## src/rtl/key_event_reader.sv

```systemverilog
// Consumer of the sticky keypad bitmap: snapshots pressed keys, clears the latch
// and queues 4-bit key codes (lowest index first) into a small FWFT FIFO.
// Optional registered interrupt output when KEY_EVENT_IRQ_EN is defined.
//
// state   | meaning
// --------+--------------------------------------------------------------
// S_IDLE  | waiting for any bit of key_reg; snapshot it on entry to CLEAR
// S_CLEAR | key_clear high for one cycle; fold in coincident key pulses
// S_DRAIN | push lowest pending index per cycle, stall while FIFO is full
module key_event_reader #(
    parameter int FIFO_DEPTH = 4,
    parameter int KEY_NUM    = 16
) (
    input  logic                          clk,
    input  logic                          rst,
    input  logic [KEY_NUM-1:0]            key_reg,
    input  logic [KEY_NUM-1:0]            key_pluse,
    output logic                          key_clear,
    input  logic                          rd_en,
    output logic [$clog2(KEY_NUM)-1:0]    key_code,
    output logic                          key_valid,
    output logic [$clog2(FIFO_DEPTH):0]   fifo_count,
    output logic                          busy,
    output logic                          irq
);

    localparam int AW = $clog2(FIFO_DEPTH);
    localparam int CW = AW + 1;
    localparam int KW = $clog2(KEY_NUM);
    localparam logic [CW-1:0] DEPTH_C = CW'(FIFO_DEPTH);

    typedef enum logic [1:0] {
        S_IDLE  = 2'd0,
        S_CLEAR = 2'd1,
        S_DRAIN = 2'd2
    } state_t;

    state_t               r_state;
    state_t               w_next_state;
    logic [KEY_NUM-1:0]   r_pending;
    logic                 r_key_clear;
    logic [KW-1:0]        w_low_idx;

    logic [KW-1:0]        r_mem [FIFO_DEPTH];
    logic [AW-1:0]        r_wr_ptr;
    logic [AW-1:0]        r_rd_ptr;
    logic [CW-1:0]        r_count;

    logic                 w_valid;
    logic                 w_full;
    logic                 w_push;
    logic                 w_pop;
    logic                 w_busy;

    // state register
    always_ff @(posedge clk) begin
        if (rst) begin
            r_state <= S_IDLE;
        end else begin
            r_state <= w_next_state;
        end
    end

    // next-state logic
    always_comb begin
        w_next_state = r_state;
        case (r_state)
            S_IDLE:  if (key_reg != '0) w_next_state = S_CLEAR;
            S_CLEAR: w_next_state = S_DRAIN;
            S_DRAIN: if (r_pending == '0) w_next_state = S_IDLE;
            default: w_next_state = S_IDLE;
        endcase
    end

    // output logic; a full FIFO still accepts a push when the head is popped in the same cycle
    always_comb begin
        w_busy = (r_state != S_IDLE);
        w_pop  = rd_en && w_valid;
        w_push = (r_state == S_DRAIN) && (r_pending != '0) && (!w_full || rd_en);
    end

    always_comb begin
        w_low_idx = '0;
        for (int i = KEY_NUM - 1; i >= 0; i--) begin
            if (r_pending[i]) w_low_idx = KW'(i);
        end
    end

    always_ff @(posedge clk) begin
        if (rst) begin
            r_pending   <= '0;
            r_key_clear <= 1'b0;
        end else begin
            r_key_clear <= (r_state == S_IDLE) && (key_reg != '0);
            case (r_state)
                S_IDLE:  if (key_reg != '0) r_pending <= key_reg;
                // presses in the clear cycle are dropped by the latch, so keep them here
                S_CLEAR: r_pending <= r_pending | key_pluse;
                S_DRAIN: if (w_push) r_pending <= r_pending & (r_pending - 1'b1);
                default: r_pending <= r_pending;
            endcase
        end
    end

    always_ff @(posedge clk) begin
        if (w_push) r_mem[r_wr_ptr] <= w_low_idx;
    end

    always_ff @(posedge clk) begin
        if (rst) begin
            r_wr_ptr <= '0;
            r_rd_ptr <= '0;
            r_count  <= '0;
        end else begin
            if (w_push) r_wr_ptr <= r_wr_ptr + 1'b1;
            if (w_pop)  r_rd_ptr <= r_rd_ptr + 1'b1;
            case ({w_push, w_pop})
                2'b10:   r_count <= r_count + 1'b1;
                2'b01:   r_count <= r_count - 1'b1;
                default: r_count <= r_count;
            endcase
        end
    end

    assign w_valid = (r_count != '0);
    assign w_full  = (r_count == DEPTH_C);

    assign key_clear  = r_key_clear;
    assign key_valid  = w_valid;
    assign key_code   = w_valid ? r_mem[r_rd_ptr] : '0;
    assign fifo_count = r_count;
    assign busy       = w_busy;

`ifdef KEY_EVENT_IRQ_EN
    logic r_irq;

    // follows FIFO occupancy one cycle late
    always_ff @(posedge clk) begin
        if (rst) begin
            r_irq <= 1'b0;
        end else begin
            r_irq <= w_valid;
        end
    end

    assign irq = r_irq;
`else
    assign irq = 1'b0;
`endif

endmodule
```

## config.mk

```make
export PLATFORM = sky130hd
export DESIGN_NAME = key_event_reader
export DESIGN_NICKNAME = d
export VERILOG_FILES = /design/src/rtl/key_event_reader.sv
export SDC_FILE = /design/constraint.sdc
export NUM_CORES = 1
export LEC_CHECK = 0
export CORE_ASPECT_RATIO = 1.1
export CORE_MARGIN = 5
export CORE_UTILIZATION = 45
export DETAILED_ROUTE_END_ITERATION = 8
export PLACE_DENSITY = 0.7
export RECOVER_POWER = 100
export SYNTH_ARGS = -nofsm -noshare
export SYNTH_HDL_FRONTEND = slang
export SYNTH_SLANG_ARGS = --single-unit
```

## constraint.sdc

```tcl
create_clock -name clk -period 5.5 [get_ports clk]
set_input_delay 1.375 -clock clk [delete_from_list [all_inputs] [get_ports clk]]
set_output_delay 1.375 -clock clk [all_outputs]
set_load 0.005 [all_outputs]
```

==> flow_metrics.py <==
metrics = {
    "synthesis": {
        "ys.flop_type": "dfxtp_1",
        "yosysUniqueCellTypes": 52,
        "async_flop_share_pct": 0,
        "synth-seq-area-share_pct": 41.2,
        "yosysTopAreaCell": "dfxtp_1",
        "ys_ff_latch": 44,
        "ys_warn_count": 0,
        "synth_nets": 310,
        "synthCells": 265,
        "synthesis.area_sq_um": 2530,
        "avgSynthCellArea_sq_um": 9.54,
        "yosys.area.top_type_share_pct": 22.2,
        "synth-edff-count": 16,
        "yosys-top-cells-area": "dfxtp_1 (22%), edfxtp_1 (19%), a21oi_1 (4.6%)",
    },
    "power": {
        "pwr-share-clk_pct": 21.5,
        "swShare_pct": 35.6,
        "seqPwrFrac_pct": 41.7,
        "comb_power_share_pct": 36.8,
        "p_leak_nw": 1.13,
        "p_switching_w": 0.000403,
        "total_power_w": 0.00113,
        "power.density_nw_per_um2": 370,
        "p_int_w": 0.000729,
        "vdd_drop_max_mv": 0.135,
    },
    "sta": {
        "timing.fmax_mhz": 258,
        "fin_skew_ns": 0.00671,
        "drv_slew": 0,
        "final-hold-violation-count": 0,
        "rsz0062_at_grt": "no",
        "setup_viol": 0,
        "min_period_over_period_pct": 70.5,
        "min_period_ns": 3.88,
        "slew_headroom_pct": 42.6,
        "tns_ns": 0,
        "worst_pin_slew_ns": 0.858,
    },
    "clock_tree": {
        "cts_resized": 0,
        "insertion_delay_ns": 0.29,
        "cts_buffers": 5,
        "root_buffer": "clkbuf_8",
        "path_clk_slew_ns": 0.08,
        "cts.sinks": 44,
        "cts_setup_buffers": 0,
        "cts.path.max_buffers": 2,
        "ctsHoldBuffers": 0,
        "cts_tree": "yes",
        "htree_num_levels": 2,
    },
    "die": {
        "die-area_sq_um": 7220,
        "core_area_sq_um": 5430,
        "boundaryPins": 46,
        "die_w_um": 81.5,
        "rows": 28,
        "start_util_pct": 46.5,
        "die-height_um": 88.6,
    },
    "hold_path": {
        "hp-class": "register to register",
        "hold_depth": 2,
    },
    "worst_setup_path": {
        "critical_path.max_stage_delay_ns": 0.55,
        "crit_buf_inv": 3,
        "cp_top_family": "simple AND/OR/NAND/NOR gates",
        "path_cells": "dlygate4sd3_1 -> or4b_1 -> and3_1 -> clkinvlp_2 -> ha_1 -> inv_1 -> fa_1 -> xor2_1 -> or3_1 -> a21oi_1",
        "slowest_stage": "dlygate4sd3_1",
        "cp-start-kind": "input port",
        "required_ns": 5.73,
        "path_depth": 10,
        "arrival_ns": 4.10,
        "critPathCaptureType": "register",
        "crit_type": "input port to register",
        "reg2regPathDepth": 10,
        "crit_path_max_fanout": 7,
    },
    "final_layout": {
        "multiInputGateArea_sq_um": 1290,
        "antennaDiodeCount": 0,
        "area_delta_synth_final_pct": 21.0,
        "drive_gt1_share_pct": 9.84,
        "finalNetCount": 349,
        "seqCellArea_sq_um": 1040,
        "nFillCells": 505,
    },
    "drt": {
        "wl_um": 5560,
        "drt_iter0_markers": 82,
        "vias_per_cell": 5.39,
        "vias": 2048,
        "routedWlPerCell_um": 14.6,
        "drc": 0,
        "first_pass_iters": 4,
        "ant_nets": 0,
    },
    "grt": {
        "grt_antenna_before_repair": 0,
        "grt-ovfl-total": 0,
        "grt_max_degree": 29,
        "gr-usage-all-layers_pct": 16.8,
        "grt_pass1_vias": 1944,
        "grt_pass1_wl_um": 9370,
    },
    "run_status": {
        "outcome": "complete, no violations",
    },
    "placement": {
        "io_buffer_count": 44,
        "place_congestion": 0.851,
        "dp_hpwl_um": 4190,
    },
    "run": {
        "maxCapViolations": 0,
    },
}
[layout make-up]
class                           instances  share of cell area, %
Timing Repair Buffer                   45                   14.6
Clock inverter                          2                   1.15
Clock buffer                            6                   2.37
Inverter                               21                   2.62
Multi-Input combinational cell        187                   42.1
Sequential cell                        44                   34.0
Tap cell                               75                   3.07
[Yosys cell counts (2+ instances only)]
library cell and n:
inv_1 19, dfxtp_1 28, nand2_1 24, nand2b_1 2, nor2_1 23, xor2_1 3, edfxtp_1 16, o21ai_2 7
nor4_1 4, o211ai_1 9, o21ai_0 19, a22o_1 3, a21oi_2 2, a211oi_2 3, ha_1 9, mux4_2 4
buf_6 3, nor3_1 7, a222oi_1 3, a31oi_1 2, xnor2_1 2, and2_1 11, clkbuf_1 7, or3_1 2
a21oi_1 23, o31ai_1 2, nor4_4 3
[cells by family after synthesis]
logic type      after synthesis  synth area share [%]
mux                           5                  3.96
fa+ha+maj                    10                  5.25
other cells                   1                 0.148
compound gates               82                  22.6
buf+inv                      34                  6.93
simple gates                 84                  18.2
xor+xnor                      5                  1.73
flops                        44                  41.2
[through the flow]
| stage | cell area (sq um) | cells | utilization (%) | hold slack [ns] | worst slack (ns) |
|---|---|---|---|---|---|
| floorplan | 2530 | 265 | - | 0.469 | 2.09 |
| global placement | 2980 | 372 | 54.8 | 0.494 | 1.61 |
| detailed placement | 2980 | 372 | 54.8 | 0.501 | 1.55 |
| CTS | 3090 | 380 | 56.8 | 0.513 | 1.85 |
| global route | 3060 | 380 | 56.3 | 0.552 | 1.44 |
| finish | 3060 | 380 | 56.3 | 0.513 | 1.62 |
[power by group through the flow]
stage / Clock [W] / Sequential [W] / Combinational (W)
2_1_floorplan: 0 / 0.000464 / 0.000320
3_3_place_gp: 0 / 0.000480 / 0.000423
3_5_place_dp: 0 / 0.000482 / 0.000433
4_1_cts: 0.000251 / 0.000476 / 0.000435
5_1_grt: 0.000267 / 0.000482 / 0.000470
6_report: 0.000243 / 0.000472 / 0.000417
[worst reg2reg max path: stages (launching register included)]
cell	delay, ns
dfxtp_1	0.36
nor4_1	0.72
nand4_2	0.21
and3_1	0.29
clkinvlp_2	0.20
ha_1	0.21
inv_1	0.06
fa_1	0.37
xor2_1	0.16
or3_1	0.31
a21oi_1	0.13
[worst paths after layout]
kind,from,to,slack [ns]
min,r_wr_ptr[1],r_wr_ptr[1],0.51
max reg2reg,r_pending[8],fifo_count[2],2.42
max,rd_en,fifo_count[2],1.62
min reg2reg,r_wr_ptr[1],r_wr_ptr[1],0.51
[cell usage in the layout (no fill, tap or decap), types with 6 or more instances in the layout]
master           synthesis  layout
nor2_1                  23      23
clkdlybuf4s50_1          0      32
o21ai_0                 19      20
nand2_1                 24      24
dlygate4sd3_1            0      12
and2_1                  11       6
a21oi_1                 23      23
edfxtp_1                16      16
nor3_1                   7       7
o211ai_1                 9       9
ha_1                     9       9
o21ai_2                  7       7
inv_1                   19      19
dfxtp_1                 28      28
[registers in the layout, summed over array words and instances, names as in the netlist, named ones only]
| name | cells |
|---|---|
| fifo_count | 3 |
| r_pending | 16 |
| r_state | 2 |
| key_clear | 1 |
| r_mem | 16 |
| r_rd_ptr | 2 |
| r_wr_ptr | 2 |
[layer usage]
metal / share of wire, % / track usage [%]
met1: 43 / 21.5
met5: 0 / 0
met2: 51 / 28.2
met4: 1.2 / 5.38
met3: 4.8 / 3.67
Power figures use the tool's default switching activity.
